### config.mk
export PLATFORM = sky130hd
export DESIGN_NAME = pipe_stage_skid
export DESIGN_NICKNAME = d
export VERILOG_FILES = /design/src/rtl/pipe_pkg.sv /design/src/rtl/stage_entry_reg.sv /design/src/rtl/pipe_stage_skid.sv
export SDC_FILE = /design/constraint.sdc
export NUM_CORES = 1
export LEC_CHECK = 0
export ABC_AREA = 1
export BUFFER_PORTS_ARGS = -buffer_cell sky130_fd_sc_hd__buf_4
export CORE_MARGIN = 2
export CORE_UTILIZATION = 40
export DETAILED_ROUTE_END_ITERATION = 16
export GPL_ROUTABILITY_DRIVEN = 0
export GPL_TIMING_DRIVEN = 1
export MAX_ROUTING_LAYER = met4
export SETUP_SLACK_MARGIN = 0.4
export SLEW_MARGIN = 20
export SYNTH_ARGS = -nofsm -noshare
export SYNTH_HDL_FRONTEND = slang
export SYNTH_SLANG_ARGS = --single-unit
### constraint.sdc
create_clock -name clk -period 2.6 [get_ports clk]
set_clock_uncertainty 0.2 [all_clocks]
set_input_delay 0.78 -clock clk [delete_from_list [all_inputs] [get_ports clk]]
set_output_delay 0.78 -clock clk [all_outputs]
set_load 0.01 [all_outputs]
### src/rtl/pipe_pkg.sv
// Shared types and constants for the valid/ready pipeline stage register.
// The stage FSM tracks how many beats are held; occupancy is derived from it.
package pipe_pkg;

  typedef enum logic [1:0] {
    EMPTY     = 2'd0,
    FULL      = 2'd1,
    SKID_FULL = 2'd2
  } stage_state_t;

  localparam logic [1:0] OCC_EMPTY = 2'd0;
  localparam logic [1:0] OCC_ONE   = 2'd1;
  localparam logic [1:0] OCC_TWO   = 2'd2;

  function automatic logic [1:0] occ_of(input stage_state_t s);
    case (s)
      FULL:      occ_of = OCC_ONE;
      SKID_FULL: occ_of = OCC_TWO;
      default:   occ_of = OCC_EMPTY;
    endcase
  endfunction

endpackage

### src/rtl/stage_entry_reg.sv
// One held beat: valid flag plus {data, rd, ctrl}. clear wins over load so a
// flush always empties the entry; ctrl is zeroed whenever the entry empties.
module stage_entry_reg #(
  parameter int unsigned DATA_W = 128,
  parameter int unsigned RD_W   = 5,
  parameter int unsigned CTRL_W = 2
) (
  input  logic              clk,
  input  logic              reset,
  input  logic              load,
  input  logic              clear,
  input  logic [DATA_W-1:0] in_data,
  input  logic [RD_W-1:0]   in_rd,
  input  logic [CTRL_W-1:0] in_ctrl,
  output logic              valid,
  output logic [DATA_W-1:0] data,
  output logic [RD_W-1:0]   rd,
  output logic [CTRL_W-1:0] ctrl
);

  // NOTE: the payload is a handful of flops, not a RAM, so it is reset along
  // with valid; that makes out_data/out_rd read 0 after reset.
  always_ff @(posedge clk or negedge reset) begin
    if (!reset) begin
      // NOTE: non-blocking assignments so every flop samples pre-edge values.
      valid <= 1'b0;
      data  <= '0;
      rd    <= '0;
      ctrl  <= '0;
    end else if (clear) begin
      valid <= 1'b0;
      ctrl  <= '0;
    end else if (load) begin
      valid <= 1'b1;
      data  <= in_data;
      rd    <= in_rd;
      ctrl  <= in_ctrl;
    end
  end

endmodule

### src/rtl/pipe_stage_skid.sv
// Inter-stage pipeline register with valid/ready handshake, optional 2-entry
// skid buffer (registered in_ready), synchronous flush and zeroed bubble ctrl.
module pipe_stage_skid
  import pipe_pkg::*;
#(
  parameter int unsigned DATA_W = 128,
  parameter int unsigned RD_W   = 5,
  parameter int unsigned CTRL_W = 2,
  parameter int unsigned SKID   = 1
) (
  input  logic              clk,
  input  logic              reset,
  input  logic              in_valid,
  output logic              in_ready,
  input  logic [DATA_W-1:0] in_data,
  input  logic [RD_W-1:0]   in_rd,
  input  logic [CTRL_W-1:0] in_ctrl,
  input  logic              flush,
  output logic              out_valid,
  input  logic              out_ready,
  output logic [DATA_W-1:0] out_data,
  output logic [RD_W-1:0]   out_rd,
  output logic [CTRL_W-1:0] out_ctrl,
  output logic [1:0]        occupancy
);

  stage_state_t state_q, state_d;

  logic in_fire, out_fire;
  logic main_load, main_clear, main_from_skid;
  logic skid_load, skid_clear;

  logic              main_valid;
  logic [DATA_W-1:0] main_data, skid_data, main_d_data;
  logic [RD_W-1:0]   main_rd,   skid_rd,   main_d_rd;
  logic [CTRL_W-1:0] main_ctrl, skid_ctrl, main_d_ctrl;

  // With the skid entry, in_ready comes only from the state flops, which
  // breaks the combinational out_ready -> in_ready path through the pipeline.
  assign in_ready = (SKID != 0) ? (state_q != SKID_FULL)
                                : (!main_valid || out_ready);
  assign in_fire  = in_valid && in_ready;
  assign out_fire = main_valid && out_ready;

  always_ff @(posedge clk or negedge reset) begin
    if (!reset) state_q <= EMPTY;
    else        state_q <= state_d;
  end

  always_comb begin
    // NOTE: every output of this block gets a default first, so no path
    // through the case leaves a signal unassigned and no latch is inferred.
    state_d        = state_q;
    main_load      = 1'b0;
    main_clear     = 1'b0;
    main_from_skid = 1'b0;
    skid_load      = 1'b0;
    skid_clear     = 1'b0;
    if (flush) begin
      state_d    = EMPTY;
      main_clear = 1'b1;
      skid_clear = 1'b1;
    end else begin
      case (state_q)
        EMPTY: begin
          if (in_fire) begin
            main_load = 1'b1;
            state_d   = FULL;
          end
        end
        FULL: begin
          if (in_fire && out_fire) begin
            main_load = 1'b1;
          end else if (in_fire && (SKID != 0)) begin
            skid_load = 1'b1;
            state_d   = SKID_FULL;
          end else if (out_fire) begin
            main_clear = 1'b1;
            state_d    = EMPTY;
          end
        end
        SKID_FULL: begin
          if (out_fire) begin
            main_load      = 1'b1;
            main_from_skid = 1'b1;
            skid_clear     = 1'b1;
            state_d        = FULL;
          end
        end
        default: state_d = EMPTY;
      endcase
    end
  end

  assign main_d_data = main_from_skid ? skid_data : in_data;
  assign main_d_rd   = main_from_skid ? skid_rd   : in_rd;
  assign main_d_ctrl = main_from_skid ? skid_ctrl : in_ctrl;

  stage_entry_reg #(.DATA_W(DATA_W), .RD_W(RD_W), .CTRL_W(CTRL_W)) u_main (
    .clk     (clk),
    .reset   (reset),
    .load    (main_load),
    .clear   (main_clear),
    .in_data (main_d_data),
    .in_rd   (main_d_rd),
    .in_ctrl (main_d_ctrl),
    .valid   (main_valid),
    .data    (main_data),
    .rd      (main_rd),
    .ctrl    (main_ctrl)
  );

  if (SKID != 0) begin : g_skid
    logic skid_valid;
    stage_entry_reg #(.DATA_W(DATA_W), .RD_W(RD_W), .CTRL_W(CTRL_W)) u_skid (
      .clk     (clk),
      .reset   (reset),
      .load    (skid_load),
      .clear   (skid_clear),
      .in_data (in_data),
      .in_rd   (in_rd),
      .in_ctrl (in_ctrl),
      .valid   (skid_valid),
      .data    (skid_data),
      .rd      (skid_rd),
      .ctrl    (skid_ctrl)
    );
  end else begin : g_no_skid
    assign skid_data = '0;
    assign skid_rd   = '0;
    assign skid_ctrl = '0;
  end

  assign out_valid = main_valid;
  assign out_data  = main_data;
  assign out_rd    = main_rd;
  assign out_ctrl  = main_valid ? main_ctrl : '0;
  assign occupancy = occ_of(state_q);

endmodule
==> results of run 1 <==
## through the flow
stage               hold WS, ns  instance area [um2]  cells  total power, W  worst slack (ns)
finish                    0.231                16000   2301          0.0161             0.314
floorplan                 0.249                12300   1630         0.00927             0.699
CTS                       0.204                16000   2295          0.0163             0.272
global route              0.217                16000   2301          0.0172             0.260
detailed placement        0.266                14800   2235          0.0116             0.219
global placement          0.261                14800   2235          0.0115             0.257
## final timing paths
path / to / from
min in group asynchronous: u_main.data[111] / reset
setup reg to reg: u_main.data[90] / state_q[1]
setup / recovery: occupancy[1] / state_q[1]
hold reg to reg: u_main.data[6] / u_main.data[6]
max in group asynchronous: u_main.valid / reset
hold / removal: g_skid.u_skid.data[9] / in_data[9]
## cells in the final DEF (no fill, tap or decap), drive strengths merged, types with 3 or more instances in the layout
cell type	instances
nand2	1088
diode	3
buf	319
clkinv	4
nor2	9
bufinv	3
inv	9
nand3	148
clkbuf	46
dfrtp	273
## routing by layer
| metal | GRT usage | part of all wire | vias to the layer above | wire length, um |
|---|---|---|---|---|
| li1 | - | - | 5493 | - |
| met1 | 0.313 | 0.44 | 5308 | 16100 |
| met2 | 0.366 | 0.47 | 326 | 17100 |
| met3 | 0.0306 | 0.049 | 70 | 1790 |
| met4 | 0.0728 | 0.034 | 0 | 1220 |
| met5 | - | 0 | - | 0 |
## repair_timing
item	CTS	global route
hold buffers	1	0
setup endpoints to repair	5	6
hold endpoints to repair	42	0
pin swaps	4	4
buffers inserted	6	3
resized for setup	13	2
## flip-flops by register name, summed over array words and instances, names as in the netlist
name / cells
u_main.valid: 1
u_main.ctrl: 2
g_skid.u_skid.ctrl: 2
u_main.rd: 5
state_q: 2
g_skid.u_skid.data: 128
u_main.data: 128
g_skid.u_skid.rd: 5
## worst max-delay path, delay by kind of cell (launching register included)
family / cells / cell delay [ns]
flops: 1 / 0.45
simple gates: 1 / 0.11
buf+inv: 2 / 0.19
## layout make-up
| type | instances | area, um2 | area share |
|---|---|---|---|
| Antenna cell | 3 | 7.51 | 0.000469 |
| Clock buffer | 46 | 932 | 0.0583 |
| Clock inverter | 7 | 110 | 0.00688 |
| Inverter | 9 | 43.8 | 0.00274 |
| Multi-Input combinational cell | 1247 | 4940 | 0.309 |
| Sequential cell | 273 | 6840 | 0.427 |
| Tap cell | 396 | 495 | 0.0310 |
| Timing Repair Buffer | 320 | 2640 | 0.165 |
## power groups by stage
stage	Combinational [W]	Sequential (W)	Clock [W]
after global placement	0.00435	0.00718	0
after floorplan	0.00192	0.00735	0
final	0.00446	0.00715	0.00447
after detailed placement	0.00446	0.00719	0
after global routing	0.00503	0.00739	0.00478
after CTS	0.00451	0.00715	0.00459
## cells by family after synthesis
kind of cell	Yosys count	share of synthesized area
simple gates	1246	0.398
buf+inv	110	0.0471
flops	273	0.555
compound gates	1	0.000406
==> results.toml, run 1 <==
[outcome]
status = "finished clean"

[power_and_ir_drop]
seqPwrFrac = 0.444
switching_share = 0.320
p_switching_w = 0.00514
vdd_drop_max_uv = 533
power_density_nw_per_um2 = 1000
power.share.clock = 0.278
p_leak_nw = 9.10
power.internal_w = 0.0109
combPwrFrac = 0.277

[finish]
drive_above_1_share = 0.204
area_growth_pct = 29.9
fin_nets = 2022
final_core_util = 0.526
fillers = 2863

[floorplanning]
fp.coreArea_um2 = 30400
die_area_um2 = 32200
pin_count = 279
die_w_um = 179
die_h_um = 179
start_util = 0.405
num_rows = 64

[synth]
yosysTopAreaCell = "dfrtp_1"
synth.avg_cell_area_um2 = 7.55
synthTopCellsByArea = "dfrtp_1 55%, nand2_1 33%, nand3_1 6.0%, buf_2 1.8%, buf_4 0.98%"
syn-num-nets = 1770
seq_area_frac_synth = 0.555
yosysMostFrequentCell = "nand2_1"
synth-edff-count = 0
synth_top_area_frac = 0.555
synth_seq_cells = 273
ys.flop_type = "dfrtp_1"
synthArstFlopShare = 1.00
synthDistinctLibCells = 16
yosysWarnings = 0
synthCells = 1630
synthTopCellsByCount = "1086 x nand2_1, 273 x dfrtp_1, 147 x nand3_1"
synth_area_um2 = 12300

[timing]
finalSetupTns_ns = 0
finalCritPeriodShare = 0.879
rsz0062_at_grt = "true"
worstMarginPinSlew_ns = 0.674
hold_viol_final = 0
fmax_mhz = 437
setup_violations = 0
slew_headroom = 0.550
post-route-min-period_ns = 2.29
report.final.slew_viol_count = 0

[global_routing]
grt_pass1_vias = 10800
gr-total-overflow = 0
antenna_found_initial = 3
grt_pass1_wl_um = 59700
grt_max_degree = 137
grt_usage = 0.232

[drt]
vias = 11200
routed_wl_um = 36100
drt_iter0_drc = 729
drc = 0
firstDrtPassIters = 5
wl_per_cell_um = 15.7
vias_per_cell = 4.87
drtAntennaViolNets = 0

[setup_path]
crit_required_ns = 1.62
ff2ff_setup_slack_ns = 0.53
path_cells = "inv_2, nor2_4, buf_6"
worstPathArrival_ns = 1.31
critPathKind = "flip-flop to primary output"
crit_slowest_cell = "dfrtp_2"
reg2reg_depth = 8
crit_fanout = 5
crit_path_end_kind = "primary output"
max_stage_delay_ns = 0.45
startpoint_type = "flip-flop"

[clocking]
root_buffer = "clkbuf_16"
clock_latency_ns = 0.55
ctsLongestPathBuffers = 3
cts_inserted_buffers = 31
tritoncts = "built"
cts_sinks = 273
clkTransAtPathRegs_ns = 0.06
cts_max_level = 1

[flow_run]
maxCapViolations = 0

[hold_path]
holdCritPathClass = "primary input to flip-flop"
holdPathStages = 3

[placement]
place_hpwl_um = 21900
numPortBuffers = 278
(Power assumes the default switching activity.)
==> run 2: changes to the inputs <==
--- a/config.mk
+++ b/config.mk
@@ -6,13 +6,17 @@
 export NUM_CORES = 1
 export LEC_CHECK = 0
 export ABC_AREA = 1
+export ABC_CLOCK_PERIOD_IN_PS = 2600
 export BUFFER_PORTS_ARGS = -buffer_cell sky130_fd_sc_hd__buf_4
+export CELL_PAD_IN_SITES_DETAIL_PLACEMENT = 2
+export CELL_PAD_IN_SITES_GLOBAL_PLACEMENT = 2
 export CORE_MARGIN = 2
-export CORE_UTILIZATION = 40
+export CORE_UTILIZATION = 33
 export DETAILED_ROUTE_END_ITERATION = 16
 export GPL_ROUTABILITY_DRIVEN = 0
 export GPL_TIMING_DRIVEN = 1
 export MAX_ROUTING_LAYER = met4
+export PLACE_DENSITY_LB_ADDON = 0.1
 export SETUP_SLACK_MARGIN = 0.4
 export SLEW_MARGIN = 20
 export SYNTH_ARGS = -nofsm -noshare
==> constraint.sdc (replaced) <==
create_clock -name clk -period 2.6 [get_ports clk]
set_clock_uncertainty 0.2 [all_clocks]
set_input_delay 0.26 -clock clk [delete_from_list [all_inputs] [get_ports clk]]
set_output_delay 0.26 -clock clk [all_outputs]
set_load 0.01 [all_outputs]
==> run 2 against run 1 <==
- wire length increased by 42%
- largest cell class unchanged
- non-clock buffer count increased by 125
- setup slack improved by 0.25 ns
- cell count increased by 9.0%
- core utilization decreased by 5.0 points
- sequential power increased by 2%
- via count increased by 12%
- total power increased by 5.8%
- final area increased by 9.1%
- clock-buffer cell count increased by 6
- global-route usage increased by 4.2 points
==> results.toml, run 2 (synthesized netlist as in run 1, its figures left out) <==
[setup_path]
crit_fanout = 48
path_cells = "dlygate4sd3_1, buf_4, inv_4, buf_4, nand3_1, nand2_1, nand2_1, nand2_1"
crit_path_end_kind = "flip-flop"
ff2ff_setup_slack_ns = 0.59
startpoint_type = "primary input"
max_stage_delay_ns = 0.56
path_common_cell = "nand2_1"
critPathKind = "primary input to flip-flop"
crit_slowest_cell = "dlygate4sd3_1"
worstPathArrival_ns = 2.30
crit_required_ns = 2.86

[floorplanning]
start_util = 0.336
die_h_um = 197
num_rows = 70
die_area_um2 = 38900
fp.coreArea_um2 = 36700
die_w_um = 197
pin_count = 279

[global_routing]
grt_usage = 0.274
grt_pass1_wl_um = 81600
grt_max_degree = 137
grt_pass1_vias = 14400
gr-total-overflow = 0
antenna_found_initial = 7

[timing]
hold_viol_final = 0
finalSetupTns_ns = 0
fmax_mhz = 491
report.final.slew_viol_count = 0
post-route-min-period_ns = 2.04
finalCritPeriodShare = 0.784
setup_violations = 0
slew_headroom = 0.530
hold_ws_ns = 0.0322
rsz0062_at_grt = "false"
worstMarginPinSlew_ns = 0.705

[outcome]
status = "finished clean"

[power_and_ir_drop]
power_density_nw_per_um2 = 974
vdd_drop_max_uv = 462
p_leak_nw = 9.66

[clocking]
tritoncts = "built"
root_buffer = "clkbuf_16"
cts_max_level = 2
ctsLongestPathBuffers = 3
clock_latency_ns = 0.52
cts_sinks = 273
cts_inserted_buffers = 35
clkTransAtPathRegs_ns = 0.06

[finish]
area_growth_pct = 41.8
final_core_util = 0.476
biggestRegsByFlops = "g_skid.u_skid.data (128), u_main.data (128)"
fin_nets = 2151
layout_common_cells = "1085 x nand2_1, 289 x buf_4, 273 x dfrtp_1"
final_common_cell = "nand2_1"
drive_above_1_share = 0.185

[drt]
vias = 12600
drtAntennaViolNets = 0
drt_iter0_drc = 458
routed_wl_um = 51500
firstDrtPassIters = 4
wl_per_cell_um = 20.5
vias_per_cell = 5.00
drc = 0

[placement]
place_hpwl_um = 28200
numPortBuffers = 278

[hold_path]
holdCritPathClass = "primary input to flip-flop"

[flow_run]
maxCapViolations = 0
[run 2: cell type report]
type,count,area (um2)
diodes,7,17.5
clock buffers,52,1060
clock inverters,8,61.3
fillers,4118,19200
inverters,9,46.3
multi-input cells,1247,4930
flip-flops and latches,273,6830
well taps,468,586
repair buffers,445,3930
[run 2: per-stage QoR]
step / instance area, um2 / setup slack [ns] / instances / total power [W]
finish: 17500 / 0.562 / 2509 / 0.0170
global route: 17500 / 0.448 / 2509 / 0.0181
CTS: 17400 / 0.450 / 2501 / 0.0170
detailed placement: 14900 / 0.488 / 2304 / 0.0119
global placement: 14900 / 0.539 / 2304 / 0.0116
floorplan: 12300 / 0.984 / 1630 / 0.00927
[run 2: critical path, delay by kind of cell]
family                 cells  cell delay [ns]
AND/OR/NAND/NOR            4             0.46
buffers and inverters      4             1.50
[run 2: path summary, 6_finish.rpt]
kind,startpoint,to,depth (start not counted)
max,flush,u_main.data[47],8
min,out_ready,state_q[1],4
max reg2reg,state_q[0],g_skid.u_skid.data[71],7
min reg2reg,u_main.data[3],u_main.data[3],2
max in group asynchronous,reset,u_main.data[110],4
min in group asynchronous,reset,u_main.data[77],2
[run 2: power breakdown]
| group | total [W] | leakage (nW) | switching (W) | internal [W] |
|---|---|---|---|---|
| Clock | 0.00477 | 0.560 | 0.00194 | 0.00283 |
| Sequential | 0.00731 | 3.41 | 0.00123 | 0.00608 |
| Combinational | 0.00494 | 5.69 | 0.00270 | 0.00224 |
| Total | 0.0170 | 9.66 | 0.00587 | 0.0111 |
[run 2: timing repair]
item,CTS,global route
hold endpoints to repair,481,0
resized for setup,0,3
buffers inserted,0,0
hold buffers,137,0
endpoints found under the setup margin,0,123
[run 2: metal layers]
| layer | vias up | wire (um) | GRT usage | share of wire |
|---|---|---|---|---|
| met5 | - | 0 | - | 0 |
| met4 | 0 | 1340 | 0.0808 | 0.026 |
| met3 | 91 | 1930 | 0.0377 | 0.037 |
| met2 | 280 | 25900 | 0.468 | 0.50 |
| met1 | 6431 | 22400 | 0.338 | 0.43 |
| li1 | 5754 | - | - | - |
==> run 3: changes to the inputs <==
--- a/config.mk
+++ b/config.mk
@@ -5,13 +5,13 @@
 export SDC_FILE = /design/constraint.sdc
 export NUM_CORES = 1
 export LEC_CHECK = 0
-export ABC_AREA = 1
-export ABC_CLOCK_PERIOD_IN_PS = 2600
+export ABC_AREA = 0
+export ABC_CLOCK_PERIOD_IN_PS = 1800
 export BUFFER_PORTS_ARGS = -buffer_cell sky130_fd_sc_hd__buf_4
 export CELL_PAD_IN_SITES_DETAIL_PLACEMENT = 2
 export CELL_PAD_IN_SITES_GLOBAL_PLACEMENT = 2
 export CORE_MARGIN = 2
-export CORE_UTILIZATION = 33
+export CORE_UTILIZATION = 32
 export DETAILED_ROUTE_END_ITERATION = 16
 export GPL_ROUTABILITY_DRIVEN = 0
 export GPL_TIMING_DRIVEN = 1
==> constraint.sdc (replaced) <==
create_clock -name clk -period 1.8 [get_ports clk]
set_clock_uncertainty 0.2 [all_clocks]
set_input_delay 0.18 -clock clk [delete_from_list [all_inputs] [get_ports clk]]
set_output_delay 0.18 -clock clk [all_outputs]
set_load 0.01 [all_outputs]
==> run 3 against run 2 <==
- the run now ends with negative hold slack, negative setup slack left
- clock-buffer cell count rose by 3
- die area rose by 2.5%
- wire length rose by 28%
- total power rose by 44%
- cell count fell by 14%
- via count fell by 14%
- critical path depth fell by 2
==> results.toml, run 3 <==
[clocking]
tritoncts = "built"
root_buffer = "clkbuf_16"
cts_inserted_buffers = 35
clock_latency_ns = 0.53
clkTransAtPathRegs_ns = 0.06
ctsLongestPathBuffers = 3
cts_max_level = 2
cts_sinks = 273

[setup_path]
path_depth = 6
cp-endpoint = "u_main.data[96]"
crit_fanout = 8
worstPathArrival_ns = 2.46
reg2reg_to = "u_main.data[96]"
crit_path_end_kind = "flip-flop"
critPathLaunch = "u_main.valid"
ff2ff_setup_slack_ns = -0.46
path_common_cell = "mux2_4"
startpoint_type = "flip-flop"
crit_slowest_cell = "or3_4"
cp_top_family = "simple AND/OR/NAND/NOR gates"
r2r_start = "u_main.valid"
path_cells = "nand2_2, or3_4, buf_12, buf_16, mux2_4, mux2_4"
max_stage_delay_ns = 0.50
critPathKind = "flip-flop to flip-flop"
crit_buf_inv = 2
crit_required_ns = 2.00
reg2reg_depth = 6

[timing]
worstMarginPinSlew_ns = 0.349
finalSetupTns_ns = -103.36
report.final.slew_viol_count = 0
post-route-min-period_ns = 2.26
fmax_mhz = 443
hold_viol_final = 19
hold_ws_ns = -0.0897
final.setup.worst_slack_ns = -0.459
rsz0062_at_grt = "true"
finalCritPeriodShare = 1.25
setup_violations = 277
slew_headroom = 0.765

[power_and_ir_drop]
p_leak_nw = 11.4
power_density_nw_per_um2 = 1090
total_power_w = 0.0244
vdd_drop_max_uv = 744

[finish]
final_common_cell = "buf_4"
post-route-cell-area_um2 = 22500
final_core_util = 0.596
fin_nets = 1754
drive_above_1_share = 0.681
stdcell_count = 2152
layout_common_cells = "274 x buf_4, 273 x dfrtp_1, 162 x nand2_4"
biggestRegsByFlops = "g_skid.u_skid.data (128), u_main.data (128)"
area_growth_pct = 83.4

[synth]
synthTopCellsByArea = "dfrtp_1 56%, mux2_2 16%, nand2_1 12%, mux2_4 12%, clkbuf_1 0.77%"
synthAdderAreaFrac = 0
synthMuxAreaShare = 0.277
synth-simple-area-share = 0.132
synth_top_family_by_area = "multiplexers"
syn-num-nets = 1174
ys.flop_type = "dfrtp_1"
synthArstFlopShare = 1.00
seq_area_frac_synth = 0.558
synth-edff-count = 0
synth_top_area_frac = 0.558
yosysMostFrequentCell = "nand2_1"
yosysWarnings = 0
synth.avg_cell_area_um2 = 11.8
yosysTopAreaCell = "dfrtp_1"
synthCells = 1034
synthTopCellsByCount = "400 x nand2_1, 273 x dfrtp_1, 171 x mux2_2"
synthDistinctLibCells = 28
synth_seq_cells = 273
synth_compound_area_frac = 0.00746
synth_xor_area_frac = 0
synth_area_um2 = 12200

[drt]
routed_wl_um = 66100
drtAntennaViolNets = 0
drt_iter0_drc = 353
vias_per_cell = 5.01
drc = 0
wl_per_cell_um = 30.7
firstDrtPassIters = 4
vias = 10800

[global_routing]
gr-total-overflow = 0
antenna_found_initial = 3
grt_pass1_wl_um = 74800
grt_usage = 0.260
grt_pass1_vias = 12000
grt_max_degree = 58

[floorplanning]
fp.coreArea_um2 = 37700
die_h_um = 200
num_rows = 71
die_area_um2 = 39800
die_w_um = 200
start_util = 0.325
pin_count = 279

[placement]
placed_cell_area_um2 = 15500
numPortBuffers = 278
place_hpwl_um = 25900
place_inst = 1829

[hold_path]
holdCritPathClass = "primary input to async pin"

[flow_run]
maxCapViolations = 0

[outcome]
violations = "negative hold slack, negative setup slack"
status = "complete, but fails checks"
[run 3: cell types whose count changed after synthesis, moves of 3 or more]
cell,previous run,this run
a21oi_1,0,3
a22o_1,0,4
and2_1,0,3
buf_2,44,18
buf_4,16,5
inv_2,5,0
mux2_2,0,171
mux2_4,0,96
nand2_1,1086,400
nand3_1,147,1
nor2_1,6,3
nor2_4,3,0
[run 3: layer usage]
layer | vias to the layer above | part of all wire | wire length (um) | GRT usage
li1 | 4590 | - | - | -
met1 | 5676 | 0.37 | 24300 | 0.305
met2 | 359 | 0.54 | 35900 | 0.468
met3 | 165 | 0.046 | 3040 | 0.0427
met4 | 0 | 0.042 | 2800 | 0.0562
met5 | - | 0 | 0 | -
[run 3: worst min-delay path by stage]
stage                      startpoint                endpoint  slack [ns]  cells past startpoint
after floorplan                 reset   g_skid.u_skid.ctrl[0]       -0.32                      0
after global placement          reset  g_skid.u_skid.data[11]       -0.14                      1
after detailed placement        reset  g_skid.u_skid.data[11]       -0.13                      1
after CTS                 in_data[49]  g_skid.u_skid.data[49]       -0.33                      3
after global routing            reset  g_skid.u_skid.data[10]       -0.08                      2
final                           reset  g_skid.u_skid.data[10]       -0.09                      2
[run 3: final cells by class]
type	instances	area [um2]
tap	511	639
clock buffer	55	1120
antenna	3	7.51
sequential	273	6830
multi-input combinational	701	7000
timing repair buffer	601	6790
clock inverter	6	55.1
fill	3339	15200
inverter	2	10.0
[run 3: logic make-up (layout without fill, tap and decap cells)]
logic type	after synthesis	after routing
muxes	269	269
DFF	273	273
and+or+nand+nor	418	420
AOI/OAI and AO/OA	12	12
buffers and inverters	62	664
other	0	3
[run 3: report_power, final]
group	leakage, nW	internal, W	switching [W]	total, W
registers	3.34	0.00788	0.00170	0.00958
clock network	0.589	0.00442	0.00301	0.00743
logic	7.52	0.00409	0.00332	0.00741
[run 3: per-stage QoR]
step | setup WS [ns] | hold WS [ns]
5_1_grt | -0.525 | -0.0839
3_3_place_gp | -0.316 | -0.140
3_5_place_dp | -0.350 | -0.134
4_1_cts | -0.359 | -0.332
6_report | -0.459 | -0.0897
2_1_floorplan | -0.414 | -0.316
[run 3: what timing repair did]
| item | in CTS | in global routing |
|---|---|---|
| endpoints found under the setup margin | 412 | 412 |
| pin swaps | 79 | 216 |
| hold endpoints to repair | 546 | 21 |
| hold buffers | 137 | 1 |
| cloned | 35 | 15 |
| gates resized for setup | 164 | 534 |
| buffers inserted | 28 | 43 |
